--- config.mk ---
export PLATFORM = sky130hd
export DESIGN_NAME = prog_memory_flat
export DESIGN_NICKNAME = d
export VERILOG_FILES = /design/src/rtl/prog_memory_pkg.sv /design/src/rtl/prog_memory_if.sv /design/src/rtl/prog_mem_array.sv /design/src/rtl/prog_memory.sv /design/src/flat_wrapper.sv
export SDC_FILE = /design/constraint.sdc
export NUM_CORES = 1
export LEC_CHECK = 0
export CORE_MARGIN = 1
export CORE_UTILIZATION = 55
export CTS_CLUSTER_DIAMETER = 40
export CTS_CLUSTER_SIZE = 24
export DETAILED_ROUTE_END_ITERATION = 10
export PLACE_DENSITY = 0.76
export SYNTH_ARGS = -nofsm -noshare
export SYNTH_HDL_FRONTEND = slang
export SYNTH_SLANG_ARGS = --single-unit
--- constraint.sdc ---
create_clock -name clk -period 2.6 [get_ports clk]
set_clock_uncertainty 0.2 [all_clocks]
set_input_delay 0.52 -clock clk [delete_from_list [all_inputs] [get_ports clk]]
set_output_delay 0.52 -clock clk [all_outputs]
set_load 0.02 [all_outputs]
--- src/rtl/prog_memory_pkg.sv ---
// Shared CPU definitions used by the program memory: default widths, the NOP
// opcode, the loader FSM state type and an even-parity helper.
package cpu_pkg;

  localparam int ADDR_W_DEF = 4;
  localparam int DATA_W_DEF = 8;
  localparam logic [7:0] OPC_NOP = 8'h00;

  typedef enum logic [1:0] {
    PM_IDLE,
    PM_LOAD,
    PM_DONE
  } pm_state_t;

  // Returns the bit that makes the total number of ones even.
  function automatic logic even_parity(input logic [DATA_W_DEF-1:0] word);
    return ^word;
  endfunction

endpackage

--- src/rtl/prog_memory_if.sv ---
// Fetch and loader signals of the program memory. parity_err exists only when
// PROG_MEMORY_PARITY_EN is defined.
interface prog_memory_if #(
   parameter int ADDR_W = 4,
   parameter int DATA_W = 8
);
   logic              fetch_en;
   logic [ADDR_W-1:0] fetch_addr;
   logic [DATA_W-1:0] fetch_data;
   logic              fetch_valid;
   logic              load_start;
   logic              load_valid;
   logic [DATA_W-1:0] load_data;
   logic              load_ready;
   logic              busy;
   logic              load_done;
`ifdef PROG_MEMORY_PARITY_EN
   logic              parity_err;

   modport master (
      output fetch_en, fetch_addr, load_start, load_valid, load_data,
      input  fetch_data, fetch_valid, load_ready, busy, load_done, parity_err
   );
   modport slave (
      input  fetch_en, fetch_addr, load_start, load_valid, load_data,
      output fetch_data, fetch_valid, load_ready, busy, load_done, parity_err
   );
`else
   modport master (
      output fetch_en, fetch_addr, load_start, load_valid, load_data,
      input  fetch_data, fetch_valid, load_ready, busy, load_done
   );
   modport slave (
      input  fetch_en, fetch_addr, load_start, load_valid, load_data,
      output fetch_data, fetch_valid, load_ready, busy, load_done
   );
`endif
endinterface

--- src/rtl/prog_mem_array.sv ---
// Simple dual-port synchronous RAM: one write port, one registered read port.
// Contents power up as all-zero words (NOP, with correct even parity).
module prog_mem_array #(
   parameter int ADDR_W = 4,
   parameter int DATA_W = 8,
   parameter int DEPTH  = 16
) (
   input  logic              clk,
   input  logic              rst_n,
   input  logic              we,
   input  logic [ADDR_W-1:0] waddr,
   input  logic [DATA_W-1:0] wdata,
   input  logic              re,
   input  logic [ADDR_W-1:0] raddr,
   output logic [DATA_W-1:0] rdata
);
   // NOTE: the storage array is never reset, so it maps onto block RAM; it only
   // carries a power-up value.
   logic [DATA_W-1:0] mem [DEPTH] = '{default: '0};

   always_ff @(posedge clk) begin
      if (we) mem[waddr] <= wdata;
   end

   // Read register holds its value between fetches; only it is cleared on reset.
   always_ff @(posedge clk) begin
      if (!rst_n)  rdata <= '0;
      else if (re) rdata <= mem[raddr];
   end
endmodule

--- src/rtl/prog_memory.sv ---
// Loadable program memory: loader FSM, write pointer, fetch range check and,
// when PROG_MEMORY_PARITY_EN is defined, per-word even parity with parity_err.
module prog_memory
   import cpu_pkg::*;
#(
   parameter int ADDR_W = ADDR_W_DEF,
   parameter int DATA_W = DATA_W_DEF,
   parameter int DEPTH  = 1 << ADDR_W
) (
   input logic          clk,
   input logic          rst_n,
   prog_memory_if.slave bus
);
`ifdef PROG_MEMORY_PARITY_EN
   localparam int MEM_W = DATA_W + 1;
`else
   localparam int MEM_W = DATA_W;
`endif
   // One spare bit so the pointer can count to DEPTH when DEPTH == 2**ADDR_W.
   localparam int PTR_W = ADDR_W + 1;

   pm_state_t         state_q, state_d;
   logic [PTR_W-1:0]  wr_ptr;
   logic              beat, last_beat, fetch_ok, in_range, rd_en;
   logic              fetch_valid_q, oor_q;
   logic [MEM_W-1:0]  wdata, rdata;
   logic              busy_c, ready_c, done_c;

   // A beat offered together with load_start is dropped by the restart.
   assign beat      = (state_q == PM_LOAD) && bus.load_valid && !bus.load_start;
   assign last_beat = beat && (wr_ptr == PTR_W'(DEPTH - 1));
   assign fetch_ok  = bus.fetch_en && (state_q != PM_LOAD);
   assign in_range  = {1'b0, bus.fetch_addr} < PTR_W'(DEPTH);
   assign rd_en     = fetch_ok && in_range;

   // NOTE: sequential state is written with <= only, so every register samples
   // the pre-edge value of every other register.
   always_ff @(posedge clk) begin
      if (!rst_n) state_q <= PM_IDLE;
      else        state_q <= state_d;
   end

   // NOTE: each combinational output gets a default first, so no latch forms.
   always_comb begin
      state_d = state_q;
      unique case (state_q)
         PM_IDLE: if (bus.load_start) state_d = PM_LOAD;
         PM_LOAD: if (last_beat)      state_d = PM_DONE;
         PM_DONE:                     state_d = PM_IDLE;
         default:                     state_d = PM_IDLE;
      endcase
   end

   always_comb begin
      busy_c  = 1'b0;
      ready_c = 1'b0;
      done_c  = 1'b0;
      unique case (state_q)
         PM_LOAD: begin
            busy_c  = 1'b1;
            ready_c = 1'b1;
         end
         PM_DONE: done_c = 1'b1;
         default: ;
      endcase
   end

   always_ff @(posedge clk) begin
      if (!rst_n)                                 wr_ptr <= '0;
      else if (state_q != PM_LOAD || bus.load_start) wr_ptr <= '0;
      else if (beat)                              wr_ptr <= wr_ptr + 1'b1;
   end

   // oor_q remembers that the last accepted fetch was out of range so the
   // held read data is replaced by NOP.
   always_ff @(posedge clk) begin
      if (!rst_n) begin
         fetch_valid_q <= 1'b0;
         oor_q         <= 1'b0;
      end else begin
         fetch_valid_q <= fetch_ok;
         if (fetch_ok) oor_q <= !in_range;
      end
   end

`ifdef PROG_MEMORY_PARITY_EN
   assign wdata = {even_parity(bus.load_data), bus.load_data};
`else
   assign wdata = bus.load_data;
`endif

   prog_mem_array #(
      .ADDR_W(ADDR_W),
      .DATA_W(MEM_W),
      .DEPTH (DEPTH)
   ) u_array (
      .clk  (clk),
      .rst_n(rst_n),
      .we   (beat && rst_n),
      .waddr(wr_ptr[ADDR_W-1:0]),
      .wdata(wdata),
      .re   (rd_en),
      .raddr(bus.fetch_addr),
      .rdata(rdata)
   );

   assign bus.fetch_data  = oor_q ? DATA_W'(OPC_NOP) : rdata[DATA_W-1:0];
   assign bus.fetch_valid = fetch_valid_q;
   assign bus.busy        = busy_c;
   assign bus.load_ready  = ready_c;
   assign bus.load_done   = done_c;
`ifdef PROG_MEMORY_PARITY_EN
   assign bus.parity_err  = fetch_valid_q && !oor_q && (^rdata);
`endif
endmodule

--- src/flat_wrapper.sv ---
// flat-port wrapper written by rule: the top's interface ports become plain ports
module prog_memory_flat import cpu_pkg::*;
#(
   parameter int ADDR_W = ADDR_W_DEF,
   parameter int DATA_W = DATA_W_DEF,
   parameter int DEPTH  = 1 << ADDR_W
)
  (clk, rst_n, bus_fetch_en, bus_fetch_addr, bus_load_start, bus_load_valid, bus_load_data, bus_fetch_data, bus_fetch_valid, bus_load_ready, bus_busy, bus_load_done);
  prog_memory_if #(.ADDR_W(ADDR_W), .DATA_W(DATA_W)) bus_i ();
  input logic clk;
  input logic rst_n;
  input wire logic [$bits(bus_i.fetch_en)-1:0] bus_fetch_en;
  input wire logic [$bits(bus_i.fetch_addr)-1:0] bus_fetch_addr;
  input wire logic [$bits(bus_i.load_start)-1:0] bus_load_start;
  input wire logic [$bits(bus_i.load_valid)-1:0] bus_load_valid;
  input wire logic [$bits(bus_i.load_data)-1:0] bus_load_data;
  output wire logic [$bits(bus_i.fetch_data)-1:0] bus_fetch_data;
  output wire logic [$bits(bus_i.fetch_valid)-1:0] bus_fetch_valid;
  output wire logic [$bits(bus_i.load_ready)-1:0] bus_load_ready;
  output wire logic [$bits(bus_i.busy)-1:0] bus_busy;
  output wire logic [$bits(bus_i.load_done)-1:0] bus_load_done;
  assign bus_i.fetch_en = bus_fetch_en;
  assign bus_i.fetch_addr = bus_fetch_addr;
  assign bus_i.load_start = bus_load_start;
  assign bus_i.load_valid = bus_load_valid;
  assign bus_i.load_data = bus_load_data;
  assign bus_fetch_data = bus_i.fetch_data;
  assign bus_fetch_valid = bus_i.fetch_valid;
  assign bus_load_ready = bus_i.load_ready;
  assign bus_busy = bus_i.busy;
  assign bus_load_done = bus_i.load_done;
  prog_memory #(.ADDR_W(ADDR_W), .DATA_W(DATA_W), .DEPTH(DEPTH)) u_core (.clk(clk), .rst_n(rst_n), .bus(bus_i));
endmodule
# Word-level counts from Yosys, hierarchy flattened
# Memory sizes are Yosys's and may differ from the RTL's. A register that Yosys moved wholly into a read port is not among the register bits.
# Index checks and enable logic that the tools add are counted.
# classes
n_addsub	1
shifts	0
mul	0
reduce_logical	11
mux	7
order_cmp	0
div_mod_pow	0
n_eq_ne	6
bitwise	1
# ops
operator	n
5-bit by 1-bit adder with 5-bit output, second input constant	1
5-bit by 4-bit equality test with 1-bit output, second input constant	1
1-bit logical AND	5
1-bit two-way mux	4
2-bit two-way mux	2
2-bit by 1-bit != test with 1-bit output, second input constant	2
2-bit case mux with 2 select lines	1
2-bit by 1-bit equality test with 1-bit output, second input constant	1
2-bit equality test, second input constant	1
1-bit zero test	2
2-bit zero test	1
2-bit != test, second input constant	1
2-bit AND reduction	1
2-bit OR reduction	1
1-bit logical OR	1
1-bit inverter	1
# word_totals
ram_bits	128
mem_bits_ro	0
register_bits	8
n_memories	1
latchBits	0
# memory_table
name	words	width	rd	rd_clocked_by_memory_dff	write_ports	line_no	source
u_core.u_array.mem	16	8	1	1	1	prog_mem_array.sv:19	logic [DATA_W-1:0] mem [DEPTH] = '{default: '0};

# Longest topological paths before layout
# logic_depth
word_depth	6
mapped_depth	7
depth_no_buf	6

# By module
# A second synthesis with hierarchy kept.
# unflattened
cells_unflattened	356
area_unflattened_um2	5728.0
# modules_own_cells
mod	area_each_um2	instances	cells_each	seq_area_each_um2
prog_mem_array	5351.4	1	318	4003.8
prog_memory	376.6	1	38	160.2

# Worst setup path before layout
# Ideal clock, no wire load.
# synth_timing
kind	input -> register
startpoint	input bus_load_start
endpoint	memory u_core.u_array.mem[2][0] (enable)
setup_ns	0.383
path_slack_ns	0.268
arrival_ns	1.748
stages	4
path_buffers	0
required_time_ns	2.017
cell_sequence	nand4bb_1 > nor2_1 > nand2_1 > nor3_1
# synth_via
elab_chain_len	5
# synth_lines
element	line_no	source
start, declared	flat_wrapper.sv:14	input wire logic [$bits(bus_i.load_start)-1:0] bus_load_start;
1-bit zero test	prog_memory.sv:30	assign beat = (state_q == PM_LOAD) && bus.load_valid && !bus.load_start;
1-bit logical AND	prog_memory.sv:30	
1-bit logical AND	prog_memory.sv:99	.we (beat && rst_n),
1-bit two-way mux	prog_mem_array.sv:22	if (we) mem[waddr] <= wdata;
1-bit two-way mux (implied by the code)	prog_mem_array.sv:22	
end, declared	prog_mem_array.sv:19	
# No other way between the ends.

# Final worst setup path
# layout_timing
startpoint	register u_core.state_q[1]
endpoint	output bus_load_done
# layout_via
elab_chain_len	2
# layout_lines
element	line_no	source
start, declared	prog_memory.sv:22	pm_state_t state_q, state_d;
start signal, assigned	prog_memory.sv:40	else state_q <= state_d;
2-bit equality test	prog_memory.sv:58	unique case (state_q)
1-bit two-way mux	prog_memory.sv:58	
end, declared	flat_wrapper.sv:21	output wire logic [$bits(bus_i.load_done)-1:0] bus_load_done;
# No other way between the ends.

==> results.toml <==
[run]
drv_cap = 0

[global_routing]
track_usage_pct = 23.06
grt-ovfl-total = 0
grt_first_pass_wirelength_um = 17630
grt_max_degree = 27
grt_pass1_vias = 3140
antenna_found_initial = 0

[sta]
worst_pin_slew_ns = 0.6709
fin_crit_ns = 2.393
setup_viol = 0
rsz0062_at_grt = "false"
hold_viol = 0
fmax_ghz = 0.4179
slew_headroom_pct = 55.13
fin_crit_sh_pct = 92.03
worst_slack_ns = 0.2072
maxSlewViolCount = 0

[final_layout]
drive_above_1_share_pct = 19.46
layout_common_cells = "edfxtp_1, clkdlybuf4s50_1, buf_4, nor2_1, mux2i_1"
instances_no_fill = 503
antennaDiodeCount = 0
final_common_cell = "edfxtp_1"
fin_area_sq_um = 6892
syn_to_final_growth_pct = 21.46
nets = 379

[pwr]
peakVddDrop_uv = 468.3
powerDensity_nw_per_um2 = 749.8
p_leak_nw = 2.379
p_int_w = 0.004116
clockPowerShare_pct = 45.8
power_frac_comb_pct = 5.0
seqPwrFrac_pct = 49.2
switchingPower_w = 0.001052
switching_share_pct = 20.35

[synthesis]
syn-num-nets = 318
synth_area_leaders = "edfxtp_1, mux4_1, dfxtp_1"
mappedNetlistArea_sq_um = 5674
netlist.area_leader.share_pct = 67.74
avgSynthCellArea_sq_um = 19.17
synth_seq_cells = 144
synth_top_area_cell = "edfxtp_1"
yosysWarningCount = 0
synthDistinctLibCells = 36
seq_area_frac_synth_pct = 73.38
synthCells = 296

[floorplan]
std_cell_rows = 36
start_util_pct = 57.52
dieArea_sq_um = 10730
io_pins = 29
chipWidth_um = 103.6
die_h_um = 103.6
core_area_sq_um = 9864

[cts]
cts-root-buf = "clkbuf_8"
cts_tree = "built"
numCtsBuffers = 17
clock_latency_ns = 0.52
cts_sinks = 144
clk_pin_slew_ns = 0.06
cts_max_level = 4
cts_buffer_depth = 2
postCtsHoldBufs = 0

[critical_path]
worst-path-max-fanout = 5
cp-start-kind = "flop"
critPathArrivalTime_ns = 1.67
cp-end-kind = "output pin"
worstPathRequired_ns = 1.88
path_class = "flop to output pin"

[routing]
first_iter_violations = 196
via_per_inst = 5.913
drtPass1Iterations = 5
drc = 0
vias = 2974
ant_nets = 0
drt-wirelength-per-cell_um = 22.47
routed_wl_um = 11300

[worst_hold_path]
hold_path.class = "flop to flop"

[place]
port-buffer-count = 28
hpwl_um = 7201
place_inst = 471
placed_area_sq_um = 6301
place_ws_ns = -0.09324
place_congestion = 0.7940

[status]
status = "finished, final reports clean"
## metal layers
metal  vias up  track usage, %  part of all wire (%)
li1       1323               -                     -
met1      1521           30.34                    41
met2       115           37.34                    51
met3        15           5.035                   5.9
met4         0           10.14                   1.5
met5         -               0                     0
## path summary, 6_finish.rpt
kind | from | endpoint | slack [ns] | depth (start not counted)
worst max-delay path | u_core.state_q[1] | bus_load_done | 0.21 | 2
worst min-delay path | u_core.state_q[1] | u_core.state_q[0] | 0.29 | 1
worst max register to register | u_core.state_q[1] | u_core.u_array.mem[0][3] | 0.76 | 5
worst min register to register | u_core.state_q[1] | u_core.state_q[0] | 0.29 | 1
## metrics by stage
step | TNS [ns] | hold WS [ns] | total power [W] | util [%]
final | 0 | 0.2921 | 0.005167 | 69.86
after global placement | -0.1143 | 0.2737 | 0.002839 | 63.88
after floorplan | 0 | 0.2407 | 0.002717 | -
after detailed placement | -0.2959 | 0.2743 | 0.002848 | 63.88
after global routing | 0 | 0.3262 | 0.005317 | 69.86
after CTS | 0 | 0.2970 | 0.005204 | 69.81
## power groups by stage
stage	Clock [W]	Sequential [W]	Combinational [W]
5_1_grt	0.00250	0.00254	0.000275
3_3_place_gp	0	0.00259	0.000251
3_5_place_dp	0	0.00259	0.000259
4_1_cts	0.00240	0.00254	0.000263
2_1_floorplan	0	0.00260	0.000119
6_report	0.00237	0.00254	0.000259
## cells by family after synthesis
kind of cell / count (synthesis) / share of synthesized area (%)
compound gates: 26 / 3.219
xor+xnor: 3 / 0.4631
fa+ha+maj: 5 / 1.103
buf+inv: 19 / 1.963
flops: 144 / 73.38
mux: 48 / 15.30
simple gates: 51 / 4.565
## cell usage after synthesis
| cell type | number |
|---|---|
| mux4_1 | 15 |
| nand4_1 | 1 |
| xor2_1 | 2 |
| buf_2 | 4 |
| mux2_2 | 1 |
| clkbuf_1 | 4 |
| buf_6 | 2 |
| a211oi_1 | 1 |
| nand2_1 | 7 |
| buf_4 | 1 |
| o21ai_1 | 7 |
| a22oi_1 | 7 |
| nand4bb_1 | 1 |
| mux2_4 | 1 |
| nor3b_1 | 1 |
| xnor2_1 | 1 |
| nor3_1 | 4 |
| nor4bb_1 | 1 |
| nor2b_1 | 2 |
| mux4_2 | 11 |
| buf_1 | 2 |
| nand2b_1 | 10 |
| a32oi_1 | 6 |
| and3_1 | 3 |
| a22oi_2 | 1 |
| nor2_1 | 20 |
| dfxtp_1 | 16 |
| and4_1 | 1 |
| mux2i_1 | 20 |
| a21oi_1 | 2 |
| edfxtp_1 | 128 |
| inv_1 | 5 |
| buf_12 | 1 |
| a21boi_1 | 1 |
| o21ai_0 | 1 |
| ha_1 | 5 |
## flip-flops by register name, summed over array words and instances (netlist names)
name and count:
u_core.u_array.mem 128, u_core.u_array.rdata 8, u_core.wr_ptr 5, u_core.state_q 2, u_core.bus.fetch_valid 1
## what timing repair did
| item | CTS | global route |
|---|---|---|
| endpoints found under the setup margin | 0 | 2 |
| gates resized for setup | 0 | 2 |
| hold endpoints to repair | 0 | 0 |
| setup buffers | 0 | 0 |
## worst max-delay path: stages (launching register included)
cell,delay (ns)
dfxtp_1,0.38
nor2b_1,0.16
clkdlybuf4s50_1,0.61
## final cells by class
class	instances	area, sq um
well taps	133	166.4
clock buffers	19	421.7
fillers	619	2973
flip-flops and latches	144	4164
inverters	5	18.77
clock inverters	13	163.9
repair buffers	56	558.0
multi-input cells	133	1399
(Power assumes the default switching activity.)
